--- src/rtl/grf_wa_pipe_if.sv ---
// D-stage write-address / hazard bus between decoder, pipe tracker and stall/forward muxes.
// master drives the D-stage fields; slave returns the tracked stages and hazard results.
interface grf_wa_pipe_if #(
  parameter int AW     = 5,
  parameter int TW     = 2,
  parameter int NSTAGE = 3
);
  localparam int SW = $clog2(NSTAGE + 1);

  logic [1:0]           sel_wa;
  logic [AW-1:0]        instr_rt;
  logic [AW-1:0]        instr_rd;
  logic [TW-1:0]        tnew_in;
  logic                 stall;
  logic                 flush;
  logic [AW-1:0]        rs_addr;
  logic [AW-1:0]        rt_addr;
  logic [TW-1:0]        tuse_rs;
  logic [TW-1:0]        tuse_rt;
  logic [AW-1:0]        wa_d;
  logic [NSTAGE*AW-1:0] stage_wa;
  logic [NSTAGE*TW-1:0] stage_tnew;
  logic                 stall_req;
  logic [SW-1:0]        fwd_rs;
  logic [SW-1:0]        fwd_rt;

  modport master (
    output sel_wa, instr_rt, instr_rd, tnew_in, stall, flush,
           rs_addr, rt_addr, tuse_rs, tuse_rt,
    input  wa_d, stage_wa, stage_tnew, stall_req, fwd_rs, fwd_rt
  );

  modport slave (
    input  sel_wa, instr_rt, instr_rd, tnew_in, stall, flush,
           rs_addr, rt_addr, tuse_rs, tuse_rt,
    output wa_d, stage_wa, stage_tnew, stall_req, fwd_rs, fwd_rt
  );
endinterface

--- src/rtl/grf_wa_pipe.sv ---
// Write-address select plus {wa, tnew} tracking over NSTAGE stages; stage k valid k+1 cycles after D.
// No backpressure: stall/flush only insert a bubble into stage 0, later stages always advance.
module grf_wa_pipe #(
  parameter int AW       = 5,
  parameter int TW       = 2,
  parameter int NSTAGE   = 3,
  parameter int LINK_REG = 31
) (
  input logic             clk,
  input logic             reset,
  grf_wa_pipe_if.slave    bus
);
  localparam int SW = $clog2(NSTAGE + 1);

  logic [AW-1:0] wa_sel;
  logic [AW-1:0] wa_q   [NSTAGE];
  logic [TW-1:0] tnew_q [NSTAGE];
  logic          hazard_rs, hazard_rt;
  logic [SW-1:0] fwd_rs_c, fwd_rt_c;

  always_comb begin
    wa_sel = '0;
    case (bus.sel_wa)
      2'b00:   wa_sel = bus.instr_rt;
      2'b01:   wa_sel = bus.instr_rd;
      2'b10:   wa_sel = AW'(LINK_REG);
      default: wa_sel = '0;
    endcase
  end

  // Address 0 means "no write", so its tnew is forced to 0 and never ages into a false hazard.
  always_ff @(posedge clk or negedge reset) begin
    if (!reset) begin
      for (int k = 0; k < NSTAGE; k++) begin
        wa_q[k]   <= '0;
        tnew_q[k] <= '0;
      end
    end else begin
      if (bus.stall || bus.flush) begin
        wa_q[0]   <= '0;
        tnew_q[0] <= '0;
      end else begin
        wa_q[0]   <= wa_sel;
        tnew_q[0] <= (wa_sel != '0) ? bus.tnew_in : '0;
      end
      for (int k = 1; k < NSTAGE; k++) begin
        wa_q[k]   <= wa_q[k-1];
        tnew_q[k] <= (tnew_q[k-1] == '0) ? '0 : tnew_q[k-1] - TW'(1);
      end
    end
  end

  // Scan oldest to youngest so the youngest matching stage overrides older ones.
  always_comb begin
    hazard_rs = 1'b0;
    fwd_rs_c  = '0;
    hazard_rt = 1'b0;
    fwd_rt_c  = '0;
    for (int k = NSTAGE - 1; k >= 0; k--) begin
      if (bus.rs_addr != '0 && wa_q[k] == bus.rs_addr) begin
        hazard_rs = (tnew_q[k] > bus.tuse_rs);
        fwd_rs_c  = (tnew_q[k] == '0) ? SW'(k + 1) : '0;
      end
      if (bus.rt_addr != '0 && wa_q[k] == bus.rt_addr) begin
        hazard_rt = (tnew_q[k] > bus.tuse_rt);
        fwd_rt_c  = (tnew_q[k] == '0) ? SW'(k + 1) : '0;
      end
    end
  end

  assign bus.wa_d      = wa_sel;
  assign bus.stall_req = hazard_rs | hazard_rt;
  assign bus.fwd_rs    = fwd_rs_c;
  assign bus.fwd_rt    = fwd_rt_c;

  for (genvar k = 0; k < NSTAGE; k++) begin : g_pack
    assign bus.stage_wa[k*AW +: AW]   = wa_q[k];
    assign bus.stage_tnew[k*TW +: TW] = tnew_q[k];
  end
endmodule
--- src/flat_wrapper.sv ---
// flat-port wrapper written by rule: the top's interface ports become plain ports
module grf_wa_pipe_flat 
#(
  parameter int AW       = 5,
  parameter int TW       = 2,
  parameter int NSTAGE   = 3,
  parameter int LINK_REG = 31
)
  (clk, reset, bus_sel_wa, bus_instr_rt, bus_instr_rd, bus_tnew_in, bus_stall, bus_flush, bus_rs_addr, bus_rt_addr, bus_tuse_rs, bus_tuse_rt, bus_wa_d, bus_stage_wa, bus_stage_tnew, bus_stall_req, bus_fwd_rs, bus_fwd_rt);
  grf_wa_pipe_if #(.AW(AW), .TW(TW), .NSTAGE(NSTAGE)) bus_i ();
  input logic clk;
  input logic reset;
  input wire logic [$bits(bus_i.sel_wa)-1:0] bus_sel_wa;
  input wire logic [$bits(bus_i.instr_rt)-1:0] bus_instr_rt;
  input wire logic [$bits(bus_i.instr_rd)-1:0] bus_instr_rd;
  input wire logic [$bits(bus_i.tnew_in)-1:0] bus_tnew_in;
  input wire logic [$bits(bus_i.stall)-1:0] bus_stall;
  input wire logic [$bits(bus_i.flush)-1:0] bus_flush;
  input wire logic [$bits(bus_i.rs_addr)-1:0] bus_rs_addr;
  input wire logic [$bits(bus_i.rt_addr)-1:0] bus_rt_addr;
  input wire logic [$bits(bus_i.tuse_rs)-1:0] bus_tuse_rs;
  input wire logic [$bits(bus_i.tuse_rt)-1:0] bus_tuse_rt;
  output wire logic [$bits(bus_i.wa_d)-1:0] bus_wa_d;
  output wire logic [$bits(bus_i.stage_wa)-1:0] bus_stage_wa;
  output wire logic [$bits(bus_i.stage_tnew)-1:0] bus_stage_tnew;
  output wire logic [$bits(bus_i.stall_req)-1:0] bus_stall_req;
  output wire logic [$bits(bus_i.fwd_rs)-1:0] bus_fwd_rs;
  output wire logic [$bits(bus_i.fwd_rt)-1:0] bus_fwd_rt;
  assign bus_i.sel_wa = bus_sel_wa;
  assign bus_i.instr_rt = bus_instr_rt;
  assign bus_i.instr_rd = bus_instr_rd;
  assign bus_i.tnew_in = bus_tnew_in;
  assign bus_i.stall = bus_stall;
  assign bus_i.flush = bus_flush;
  assign bus_i.rs_addr = bus_rs_addr;
  assign bus_i.rt_addr = bus_rt_addr;
  assign bus_i.tuse_rs = bus_tuse_rs;
  assign bus_i.tuse_rt = bus_tuse_rt;
  assign bus_wa_d = bus_i.wa_d;
  assign bus_stage_wa = bus_i.stage_wa;
  assign bus_stage_tnew = bus_i.stage_tnew;
  assign bus_stall_req = bus_i.stall_req;
  assign bus_fwd_rs = bus_i.fwd_rs;
  assign bus_fwd_rt = bus_i.fwd_rt;
  grf_wa_pipe #(.AW(AW), .TW(TW), .NSTAGE(NSTAGE), .LINK_REG(LINK_REG)) u_core (.clk(clk), .reset(reset), .bus(bus_i));
endmodule
--- config.mk ---
export PLATFORM = sky130hd
export DESIGN_NAME = grf_wa_pipe_flat
export DESIGN_NICKNAME = d
export VERILOG_FILES = /design/src/rtl/grf_wa_pipe_if.sv /design/src/rtl/grf_wa_pipe.sv /design/src/flat_wrapper.sv
export SDC_FILE = /design/constraint.sdc
export NUM_CORES = 1
export LEC_CHECK = 0
export CORE_ASPECT_RATIO = 2
export CORE_MARGIN = 2
export CORE_UTILIZATION = 40
export CTS_CLUSTER_SIZE = 10
export DETAILED_ROUTE_END_ITERATION = 10
export DONT_BUFFER_PORTS = 1
export PLACE_DENSITY = 0.65
export SLEW_MARGIN = 25
export SYNTH_ARGS = -nofsm -noshare
export SYNTH_HDL_FRONTEND = slang
export SYNTH_SLANG_ARGS = --single-unit
--- constraint.sdc ---
create_clock -name clk -period 3.7 [get_ports clk]
set_clock_uncertainty 0.05 [all_clocks]
set_input_delay 0.555 -clock clk [delete_from_list [all_inputs] [get_ports clk]]
set_output_delay 0.555 -clock clk [all_outputs]
set_load 0.05 [all_outputs]
### Word-level counts from Yosys, hierarchy flattened

Index checks and enable logic that the tools add are counted.

* input bits: 32
* ROM bits: 0
* flip-flop bits (word level): 21
* memories: 0
* logic and storage cells: 58
* RAM bits: 0
* latch bits: 0

* $add $sub $neg: 2
* bitwise operators: 1
* reductions and logical operators: 14
* divide/modulo/power cells: 0
* muxes and demuxes: 21
* $mul: 0
* magnitude comparators: 6
* shift operators: 0
* equal/unequal tests: 8

Operator list (count)
* == test 5 bit: 6
* 2-to-1 mux 2 bit: 12
* case mux 5 bit (3 select lines): 1
* nonzero test 5 bit: 3
* > comparator 2 bit: 6
* zero test 2 bit: 4
* 2-to-1 mux 1 bit: 7
* logical AND 1 bit: 6
* 2-to-1 mux 5 bit: 1
* subtractor 2 x 1 -> 2 bit (second input constant): 2
* == test 2 x 1 -> 1 bit (second input constant): 1
* == test 2 bit (second input constant): 1
* logical OR 1 bit: 1
* bitwise OR 1 bit: 1

### Longest topological paths before layout

* depth after elaboration: 6
* depth in mapped cells: 7
* mapped depth without buffers: 7

### Worst setup path before layout

Ideal clock, no wire load.

* kind: register to output
* start: reg u_core.wa_q, in the netlist u_core.bus.stage_wa[8]
* end: out bus_fwd_rt[1]
* required time: 3.095 ns
* stages on the path, launching flop included: 6
* path buffers: 0
* data arrival time: 2.443 ns
* path slack: 0.652 ns
* path through: dfrtp_1 xor2_1 nor4_4 nand2_1 or4_1 a21oi_1

* word-level cells in the longest chain between the ends: 4

RTL lines
* start: declaration: RTL line grf_wa_pipe.sv:16 `logic [AW-1:0] wa_q [NSTAGE];`
* start signal: indexed assignment: RTL line grf_wa_pipe.sv:47 `wa_q[k] <= wa_q[k-1];`
* == test 5 bit: RTL line grf_wa_pipe.sv:64 `if (bus.rt_addr != '0 && wa_q[k] == bus.rt_addr) begin`
* logical AND 1 bit: RTL line grf_wa_pipe.sv:64
* 2-to-1 mux 2 bit (2 in series): RTL line grf_wa_pipe.sv:64
* end: declaration: RTL line flat_wrapper.sv:28 `output wire logic [$bits(bus_i.fwd_rt)-1:0] bus_fwd_rt;`

Every way passes these cells.

### Final worst setup path

* start: reg u_core.wa_q, in the netlist u_core.bus.stage_wa[0]
* end: out bus_fwd_rt[0]

* word-level cells in the longest chain between the ends: 3

RTL lines (RTL line)
* == test 5 bit: grf_wa_pipe.sv:64
* logical AND 1 bit: grf_wa_pipe.sv:64
* 2-to-1 mux 2 bit: grf_wa_pipe.sv:64

Every way passes these cells.

==> flow_metrics.tcl <==
set metrics [dict create \
    status "complete, no violations" \
    dp_slack_ps 922 \
    ant_nets 0 \
    synth_compound_area_share_pct 9.24 \
    startpoint_type "register" \
    worstSkewPairLatency_ps 260 \
    die_area_sq_um 4220 \
    tns_ps 0 \
    dieHeight_um 89.9 \
    synth-edff-count 0 \
    leakagePower_uw 0.000751 \
    crit_type "register to primary output" \
    syn_area_per_cell_sq_um 9.78 \
    yosys-top-cells-count "dfrtp_1 (21), xor2_1 (16), xnor2_1 (14)" \
    synthTopCellsByArea "dfrtp_1 (36%), ha_1 (10%), xor2_1 (9.5%)" \
    grt_max_degree 22 \
    gp_congestion 0.850 \
    ctsHoldBuffers 1 \
    antenna_found_initial 0 \
    tritoncts "yes" \
    cts_buffer_depth 2 \
    setup_viol 0 \
    power.density_nw_per_um2 334 \
    arrival_ps 2470 \
    period_minus_slack_ps 3070 \
    maxSlewHeadroom_pct 28.4 \
    cts_setup_buffers 0 \
    htree_levels 1 \
    layout-drive-gt1-share_pct 11.7 \
    first_iter_violations 13 \
    synth_most_common_cell "dfrtp_1" \
    fin_ws_ps 628 \
    slew_violations 0 \
    synth_top_area_share_pct 35.6 \
    syn_nets 195 \
    required_ps 3090 \
    yosysWarningCount 0 \
    wl_per_cell_um 16.7 \
    worstMarginPinSlew_ps 1070 \
    synth-seq-cells 21 \
    cts_num_sinks 21 \
    path_clk_slew_ps 70 \
    core-area_sq_um 3570 \
    ys.flop_type "dfrtp_1" \
    synth_top_family_by_area "simple AND/OR/NAND/NOR gates" \
    hold_viol_final 0 \
    initial_core_util_pct 41.4 \
    fp-row-count 31 \
    path_max_fanout 4 \
    yosys.area.top_type "dfrtp_1" \
    grt_usage_pct 18.0 \
    drv_cap 0 \
    routed_via_density 5.43 \
    synth_cell_types 30 \
    synth_fa_ha_area_share_pct 10.2 \
    seq_area_frac_synth_pct 35.6 \
    antenna_cells 0 \
    synthArstFlopShare_pct 100 \
    rsz0062_at_grt "false" \
    synthXorXnorAreaFrac_pct 17.8 \
    io_pins 63 \
    wl_um 3530 \
    endpoint_kind "primary output" \
    max_clock_freq_mhz 326 \
    port_buffers 0 \
    firstDrtPassIters 3 \
    max-vdd-ir-drop_v 0.000249 \
    area_delta_synth_final_pct 11.0 \
    cts_buffers 3 \
    die_w_um 47.0 \
    finalCritPeriodShare_pct 83.0 \
    grt_pass1_wl_um 5480 \
    min_path_type "input pin to asynchronous set/reset pin" \
    synth_mux_area_share_pct 1.36 \
    syn_area_sq_um 1480 \
    via_count 1145 \
    yosys.area_share.simple_pct 22.5 \
    synth_cells 151 \
    ctsResizeCount 0 \
    nNetsFinal 207 \
    grt_pass1_vias 1196 \
    overflow 0 \
    root_buffer "clkbuf_8" \
    drc 0 \
    dp_hpwl_um 3080 \
]
final timing paths:
kind                                          startpoint                       end  slack (ps)  cells after the start
worst min-delay path                               reset    u_core.bus.stage_wa[9]         190                      1
worst max-delay path              u_core.bus.stage_wa[0]             bus_fwd_rt[0]         630                      5
worst min register to register    u_core.bus.stage_wa[1]    u_core.bus.stage_wa[6]         550                      1
min in group clk                               bus_stall    u_core.bus.stage_wa[1]         310                      1
max in group asynchronous                          reset  u_core.bus.stage_tnew[3]        3100                      1
worst max register to register  u_core.bus.stage_tnew[3]  u_core.bus.stage_tnew[5]        2610                      1
cell usage in the layout, fill, tap and decap left out, types with 2 or more instances in the layout:
cell and n:
dfrtp_1 21, xor2_1 16, xnor2_1 14, inv_1 13, ha_1 12, nor2_1 9
nand2_1 8, a21oi_1 8, nor2b_1 7, nand3_1 6, buf_4 6, and2_1 5
or4_1 3, nor4_1 3, clkbuf_8 3, o21ai_1 2, a2bb2oi_1 2, nor4_4 2
mux2i_1 2, nor3_1 2, a221oi_1 2, o21ai_0 2
cells by family (layout without fill, tap and decap cells):
group,count (synthesis),in the layout
AND/OR/NAND/NOR,52,52
adder cells (fa/ha/maj),12,12
XOR/XNOR,30,30
buffers and inverters,13,24
multiplexers,2,2
AO/OA/AOI/OAI,21,21
flip-flops,21,21
where the power goes:
part | internal (uW) | switching (uW) | total [uW]
clock | 76.6 | 69.4 | 146
combinational | 44.6 | 76.4 | 121
sequential | 237 | 42.6 | 280
metal layers:
layer,wire length (um),up-vias,GRT usage [%]
met5,0,-,0
met4,136,0,10.6
met3,249,10,4.02
met2,2020,51,32.4
met1,1120,537,16.2
li1,-,547,-
metrics by stage:
| step | hold WS, ps | total power [uW] | std cells | area (sq um) | util, % |
|---|---|---|---|---|---|
| floorplan | 209 | 378 | 151 | 1480 | - |
| global route | 222 | 574 | 211 | 1640 | 45.9 |
| finish | 187 | 547 | 211 | 1640 | 45.9 |
| CTS | 308 | 553 | 211 | 1640 | 46.1 |
| detailed placement | 210 | 402 | 206 | 1590 | 44.5 |
| global placement | 210 | 398 | 206 | 1580 | 44.4 |
critical path, stage by stage (launching register included):
cell and delay [ps]:
dfrtp_1 710, xnor2_1 200, nand3_1 150, nor4_1 650
mux2i_1 270, buf_4 220
final cells by class:
| cell class | instances | area [sq um] |
|---|---|---|
| Tap cell | 49 | 61.3 |
| Clock buffer | 4 | 45.0 |
| Inverter | 13 | 48.8 |
| Multi-Input combinational cell | 117 | 908 |
| Sequential cell | 21 | 526 |
| Timing Repair Buffer | 7 | 50.0 |
| Fill cell | 366 | 1930 |
registers in the layout, summed over array words and instances (netlist names):
name / cells
u_core.bus.stage_tnew: 6
u_core.bus.stage_wa: 15
No activity file was read; power rests on OpenSTA's default activity.
